--- src/rtl/pipe_flush_ctrl_pkg.sv ---
// pipe_flush_ctrl_pkg: shared FSM states, default parameters and mask helper for pipe_flush_ctrl
package pipe_flush_ctrl_pkg;
  typedef enum logic [1:0] {IDLE = 2'd0, FLUSH = 2'd1, PEND = 2'd2} state_e;
  localparam int DEF_ADDR_W = 32;
  localparam int DEF_NUM_STAGES = 4;
  localparam int DEF_JUMP_STAGE = 2;
  localparam int DEF_FLUSH_CYCLES = 2;
  function automatic logic [31:0] low_ones(input int n);
    return (n >= 32) ? '1 : ((32'd1 << n) - 32'd1);
  endfunction
endpackage

--- src/rtl/pipe_flush_ctrl_stall_prio_enc.sv ---
// pipe_flush_ctrl_stall_prio_enc: highest-set-bit encoder (req -> idx of top set bit, valid = any set)
module pipe_flush_ctrl_stall_prio_enc #(
  parameter int N = 4,
  parameter int W = (N > 1) ? $clog2(N) : 1
) (
  input  logic [N-1:0] req,
  output logic [W-1:0] idx,
  output logic         valid
);
  always_comb begin
    idx = '0;
    valid = |req;
    for (int i = 0; i < N; i++) idx = req[i] ? W'(i) : idx;
  end
endmodule

--- src/rtl/pipe_flush_ctrl.sv ---
// pipe_flush_ctrl: merges stage stalls, jump and trap redirects into hold/flush vectors and one fetch redirect
//   in : clk, rst_n (async, active low), jump_flag_in/jump_addr_in, trap_flag_in/trap_addr_in, stall_req_in
//   out: jump_flag_out/jump_addr_out (redirect), hold_out, flush_out, busy_out (state != IDLE)
module pipe_flush_ctrl
  import pipe_flush_ctrl_pkg::*;
#(
  parameter int ADDR_W = DEF_ADDR_W,
  parameter int NUM_STAGES = DEF_NUM_STAGES,
  parameter int JUMP_STAGE = DEF_JUMP_STAGE,
  parameter int FLUSH_CYCLES = DEF_FLUSH_CYCLES
) (
  input  logic                  clk,
  input  logic                  rst_n,
  input  logic                  jump_flag_in,
  input  logic [ADDR_W-1:0]     jump_addr_in,
  input  logic                  trap_flag_in,
  input  logic [ADDR_W-1:0]     trap_addr_in,
  input  logic [NUM_STAGES-1:0] stall_req_in,
  output logic                  jump_flag_out,
  output logic [ADDR_W-1:0]     jump_addr_out,
  output logic [NUM_STAGES-1:0] hold_out,
  output logic [NUM_STAGES-1:0] flush_out,
  output logic                  busy_out
);
  localparam int HW = (NUM_STAGES > 1) ? $clog2(NUM_STAGES) : 1;
  localparam int CW = $clog2(FLUSH_CYCLES + 1);
  localparam logic [CW-1:0] CNT_START = CW'(FLUSH_CYCLES - 1);
  localparam logic [31:0] JM32 = low_ones(JUMP_STAGE);
  localparam logic [31:0] TM32 = low_ones(JUMP_STAGE + 1);
  localparam logic [NUM_STAGES-1:0] JMASK = JM32[NUM_STAGES-1:0];
  localparam logic [NUM_STAGES-1:0] TMASK = TM32[NUM_STAGES-1:0];
  state_e state, state_nxt;
  logic [CW-1:0] cnt, cnt_nxt;
  logic [ADDR_W-1:0] pend_addr, pend_nxt, raddr;
  logic [HW-1:0] hmax;
  logic hval, stall_hi, redir;
  logic [NUM_STAGES-1:0] top, hold_base, bubble, fmask, flush_v;
  pipe_flush_ctrl_stall_prio_enc #(.N(NUM_STAGES), .W(HW)) u_enc (
    .req(stall_req_in),
    .idx(hmax),
    .valid(hval)
  );
  always_ff @(posedge clk or negedge rst_n) begin
    if (!rst_n) begin
      state <= IDLE;
      cnt <= '0;
      pend_addr <= '0;
    end else begin
      state <= state_nxt;
      cnt <= cnt_nxt;
      pend_addr <= pend_nxt;
    end
  end
  always_comb begin
    // a stall at or beyond the jump stage blocks issuing a redirect from there
    stall_hi = |(stall_req_in & ~JMASK);
    top = NUM_STAGES'(1) << hmax;
    hold_base = hval ? (top | (top - NUM_STAGES'(1))) : '0;
    // shifting past the top stage yields 0, so no bubble when the last stage stalls
    bubble = hval ? (top << 1) : '0;
    state_nxt = state;
    cnt_nxt = cnt;
    pend_nxt = pend_addr;
    redir = 1'b0;
    raddr = '0;
    fmask = '0;
    if (state == FLUSH) begin
      fmask = JMASK;
      state_nxt = (cnt == '0) ? IDLE : FLUSH;
      cnt_nxt = (cnt == '0) ? cnt : cnt - CW'(1);
    end
    if (trap_flag_in) begin
      redir = 1'b1;
      raddr = trap_addr_in;
      fmask = TMASK;
      state_nxt = FLUSH;
      cnt_nxt = CNT_START;
    end else if (state == PEND) begin
      // the held jump stage re-presents its jump, so jump_flag_in is ignored here
      if (!stall_hi) begin
        redir = 1'b1;
        raddr = pend_addr;
        fmask = JMASK;
        state_nxt = FLUSH;
        cnt_nxt = CNT_START;
      end
    end else if (jump_flag_in) begin
      if (stall_hi) begin
        pend_nxt = jump_addr_in;
        state_nxt = PEND;
      end else begin
        redir = 1'b1;
        raddr = jump_addr_in;
        fmask = JMASK;
        state_nxt = FLUSH;
        cnt_nxt = CNT_START;
      end
    end
    flush_v = bubble | fmask;
    jump_flag_out = rst_n & redir;
    jump_addr_out = rst_n ? raddr : '0;
    flush_out = rst_n ? flush_v : '0;
    hold_out = rst_n ? (hold_base & ~flush_v) : '0;
    busy_out = rst_n & (state != IDLE);
  end
endmodule

--- config.mk ---
export PLATFORM = sky130hd
export DESIGN_NAME = pipe_flush_ctrl
export DESIGN_NICKNAME = d
export VERILOG_FILES = /design/src/rtl/pipe_flush_ctrl_pkg.sv /design/src/rtl/pipe_flush_ctrl_stall_prio_enc.sv /design/src/rtl/pipe_flush_ctrl.sv
export SDC_FILE = /design/constraint.sdc
export NUM_CORES = 1
export LEC_CHECK = 0
export BUFFER_PORTS_ARGS = -buffer_cell sky130_fd_sc_hd__buf_4
export CORE_MARGIN = 4
export CORE_UTILIZATION = 47
export CTS_CLUSTER_DIAMETER = 60
export DETAILED_ROUTE_END_ITERATION = 8
export HOLD_SLACK_MARGIN = 0.05
export PLACE_DENSITY = 0.84
export RECOVER_POWER = 50
export SYNTH_ARGS = -nofsm -noshare
export SYNTH_HDL_FRONTEND = slang
export SYNTH_SLANG_ARGS = --single-unit
--- constraint.sdc ---
create_clock -name clk -period 1.65 [get_ports clk]
set_input_delay 0.165 -clock clk [delete_from_list [all_inputs] [get_ports clk]]
set_output_delay 0.165 -clock clk [all_outputs]
set_load 0.05 [all_outputs]
# Word-level counts from Yosys, hierarchy flattened
# Cells that the tools add are included.
# op_classes
add_sub_neg,2
eq_ne,2
shifts,1
muxes,35
n_bitwise,8
reduce_logical,5
# ops
operator,n
32-bit two-way mux,6
2-bit two-way mux,16
4-bit two-way mux,7
4-bit bitwise OR,2
1-bit two-way mux,6
4-bit bitwise AND,1
4-bit inverter,1
4-bit AND reduction,1
4-bit OR reduction,1
"1-bit by 2-bit left shift with 4-bit output, first input constant",1
"4-bit by 1-bit subtractor with 4-bit output, second input constant",1
1-bit bitwise AND,2
"2-bit by 1-bit equality test with 1-bit output, second input constant",1
"2-bit equality test, second input constant",1
2-bit logical NOT,1
1-bit inverter,2
2-bit nonzero test,1
2-bit OR reduction,1
"2-bit by 1-bit subtractor with 2-bit output, second input constant",1
# word_totals
register_bits,36
input_bits,72
out_inout_bits,42
wordCells,56

# Longest topological paths before layout
# depth
depth_word,10
mapped_depth,5
mapped_depth_nobuf,3

# Hierarchy
# Synthesis repeated with hierarchy kept, for this count alone.
# unflattened
cells_unflattened,261
area_unflattened_um2,2389.8
# modules_own_cells
mod,n_inst,cells_per_inst,area_per_inst_um2,seq_area_each_um2
pipe_flush_ctrl,1,257,2366.0,900.9
pipe_flush_ctrl_stall_prio_enc,1,4,23.8,0.0

# Worst setup path before layout
# OpenSTA, ideal clock, no wires.
# synth_path
path_type,flip-flop to output port
startpoint,register state[1]
endpoint,output port jump_addr_out[24]
arrival_ns,2.089
required_time_ns,1.485
setup_slack_ns,-0.604
path_stages_with_launch,6
n_path_buf,2
path_cell_list,dfrtp_1 > clkbuf_1 > clkbuf_1 > and3b_1 > a31oi_1 > o21ai_0
# synth_via
elab_chain_cells,4
# synth_rtl
item,line,source
start: declaration,pipe_flush_ctrl.sv:32,"state_e state, state_nxt;"
start signal: assignment,pipe_flush_ctrl.sv:49,state <= state_nxt;
2-bit equality test,pipe_flush_ctrl.sv:78,end else if (state == PEND) begin
32-bit two-way mux,pipe_flush_ctrl.sv:78,
32-bit two-way mux,pipe_flush_ctrl.sv:72,if (trap_flag_in) begin
32-bit two-way mux,pipe_flush_ctrl.sv:101,jump_addr_out = rst_n ? raddr : '0;
end: declaration,pipe_flush_ctrl.sv:20,"output logic [ADDR_W-1:0] jump_addr_out,"
# Every way passes these cells.

# Worst setup path after layout
# layout_path
startpoint,register state[1]
endpoint,output port jump_addr_out[19]
# The elaborated chain is that of the path after synthesis.

==> run summary <==
The run finished, with violations left. The final reports fail on negative setup slack. The final routed DRC violation total is 0. The leakage component of the power came out at 0.00200 uW. For the final routed database, the setup TNS stands at -326 ps. In this run, synthesis produced a sequential element count of 36.

The final critical-path setup slack is -85.1 ps. The highest clock frequency the design can meet came out at 0.576 GHz. The effective utilization at floorplan came out at 48.7%. After technology mapping, the gate count stands at 257. The placed wire-length estimate after detailed placement is 5610 um. Across every metal layer, demand over resource in global routing totals 25.1%. The critical path's largest stage delay came out at 460 ps. The detailed router finished its first iteration with 170 violations. The detailed route wirelength on metal3 came out at 571 um. The overall routed net length came out at 8160 um. The peak supply drop came out at 521 uV. The die outline area is 6520 um^2. STA classifies the critical path startpoint as a register. The clock tree from TritonCTS is yes. For this run, the number of Yosys warnings is 0.

The source-to-sink clock delay at the later pin of the worst-skew pair is 280 ps. Relative to the synthesized area, the layout overhead comes to 58.7%. Setup repair after global routing could not meet its margin everywhere. The first global-routing pass estimated 12,700 um of wire. For the worst setup path, the data required time is 1480 ps. The post-synth net total came out at 329. The detailed router placed 2,515 vias in this run. The TritonCTS sink count came out at 36.

The number of nets in the layout is 445. The number of global-route vias before repair came to 2,654. The critical path arrival came out at 1570 ps. The worst setup path is of the reg2out kind. The dominant synthesized flop cell is dfrtp_1. The final count of negative-setup-slack endpoints came out at 18. The I/O pin count came out at 114. Among all stages on the critical path, the largest delay is contributed by dfrtp_2. The clock-pin slew of the registers on the worst-case setup and hold paths came out at 70 ps. The residual antenna-violating net count after detailed routing is 0. For this run the aggregate overflow at the end of global routing stands at 0. In this run the top signal layer used is met4. The headroom to the max-slew limit is 44.3%.

The detail-routed net length per standard cell came out at 18.4 um. STA classifies the critical path endpoint as a primary output. The congestion estimate from routability-driven global placement came to 0.763. The horizontal die dimension came out at 80.7 um. The count of buffers added on input and output ports is 113.

The sequential area share after synthesis is 36.2%. The max-slew violation total from the final report is 0. The H-tree generated during clock tree synthesis spans 2 levels.

The average cell area after synthesis is 9.67 um^2. The number of violations of the max-capacitance limit is 0. The count of flip-flops with a built-in enable after synthesis is 0. The first TritonRoute pass finished after 4 iterations. The ratio of total power to cell area is 837 nW/um^2. The count of antenna diodes in the layout is 0. The final worst clock skew came out at 8.28 ps. The die is 80.7 um tall. The final critical delay including setup and external delays is 1740 ps. The per-cell via count in the routed design is 5.66. The proportion of synthesized flip-flops having asynchronous set or reset came out at 100%. The TritonCTS buffer count is 5.

The netlist uses 27 different library cells. The floorplan core area is 5110 um^2. The number of buffers on the longest clock path is 2. The proportion of layout cells with a drive suffix above 1 is 57.0%. The routed design uses 4220 um of met2 wire. The maximum number of pins on one net before global-route repair is 33. Dividing the final minimum period by the clock period gives 105%.

The netlist area before placement is 2490 um^2. The count of standard-cell rows is 26. After detailed routing, the wire length on met1 is 3180 um.

The maximum fanout encountered on the critical timing path is 9. The initial antenna violation count is 0. The final-layout worst hold slack came out at 117 ps.

The transition time of the tightest slew-check pin came out at 835 ps. The tightest min-delay check is of the in2reg type. The root buffer cell chosen for the clock tree is clkbuf_8. The final number of hold-violating endpoints is 0.

The critical path goes through buf_6, and3b_1, a31oi_1, o21ai_2, buf_4.
==> routing by layer <==
metal	vias to the layer above	GRT usage (%)
met5	-	0
met4	0	10.8
met3	19	5.32
met2	105	43.9
met1	1214	29.9
li1	1177	-
==> final timing paths <==
path	end	from	cells past startpoint	slack, ps
max	jump_addr_out[19]	state[1]$_DFF_PN0_	5	-90
max reg2reg	pend_addr[1]$_DFFE_PN0P_	state[1]$_DFF_PN0_	4	160
min in group asynchronous	state[0]$_DFF_PN0_	rst_n	2	370
min reg2reg	pend_addr[29]$_DFFE_PN0P_	pend_addr[29]$_DFFE_PN0P_	1	500
max in group asynchronous	pend_addr[1]$_DFFE_PN0P_	rst_n	3	400
min	pend_addr[14]$_DFFE_PN0P_	jump_addr_in[14]	2	120
==> layout make-up <==
cell class / instances / area (um^2)
repair buffers: 135 / 1200
fillers: 355 / 1160
clock buffers: 7 / 96.3
inverters: 2 / 7.51
clock inverters: 1 / 30.0
multi-input cells: 193 / 1620
well taps: 70 / 87.6
flip-flops and latches: 36 / 902
==> through the flow <==
step / util [%] / std cells / power, uW / setup WS [ps] / cell area (um^2)
after floorplan: - / 257 / 1960 / -226 / 2620
after global placement: 70.0 / 431 / 2310 / 169 / 3580
after global routing: 77.3 / 444 / 3440 / -117 / 3950
final: 77.3 / 444 / 3300 / -85.1 / 3950
after CTS: 77.2 / 444 / 3290 / -31.6 / 3950
after detailed placement: 70.0 / 431 / 2360 / 125 / 3580
==> cell usage in the layout, fill, tap and decap left out, types with 4 or more instances in the layout <==
master,netlist,layout
dfrtp_1,36,35
mux2_4,30,30
buf_4,1,88
nor2_1,5,5
clkbuf_8,0,7
a31oi_2,0,4
nand2_1,33,33
a31oi_1,32,28
o21ai_2,0,29
and3b_1,33,33
buf_6,3,37
==> state kept, by name, summed over array words and instances, names as in the netlist <==
name / cells
pend_addr: 32
cnt: 2
state: 2
==> critical path: cells and delay by family, from the launching register on <==
kind	cells	cell delay (ps)
DFF	1	460
buffers and inverters	2	350
AOI/OAI and AO/OA	2	310
and+or+nand+nor	1	170
==> cell usage after synthesis (all sizes together), types with 2 or more instances <==
library cell	instances	share of area, %
a21oi	2	0.55
a31oi	32	8.1
and2	4	1.0
and3b	33	12
buf	8	2.5
clkbuf	18	2.7
dfrtp	36	36
inv	2	0.30
mux2	32	19
nand2	33	5.0
nand2b	3	0.75
nor2	5	0.75
nor2b	2	0.50
nor3	2	0.40
o21a	3	0.91
o21ai	35	7.0
==> where the power goes <==
part | internal (uW) | total, uW | switching [uW]
clock network | 533 | 847 | 314
registers | 1070 | 1180 | 112
logic | 653 | 1280 | 625
==> logic make-up (layout without fill, tap and decap cells) <==
logic type | Yosys count | count (layout) | synth area share [%]
AO/OA/AOI/OAI | 75 | 75 | 17.7
buffers and inverters | 28 | 145 | 5.49
multiplexers | 32 | 32 | 19.0
flip-flops | 36 | 36 | 36.2
AND/OR/NAND/NOR | 86 | 86 | 21.6
==> repair_timing <==
action	4_1_cts	5_1_grt
cloned	1	0
pin swaps	0	2
resized for setup	51	3
setup buffers	2	0
hold endpoints to repair	4	0
hold buffers	2	0
setup endpoints to repair	37	37
Power figures use the tool's default switching activity.
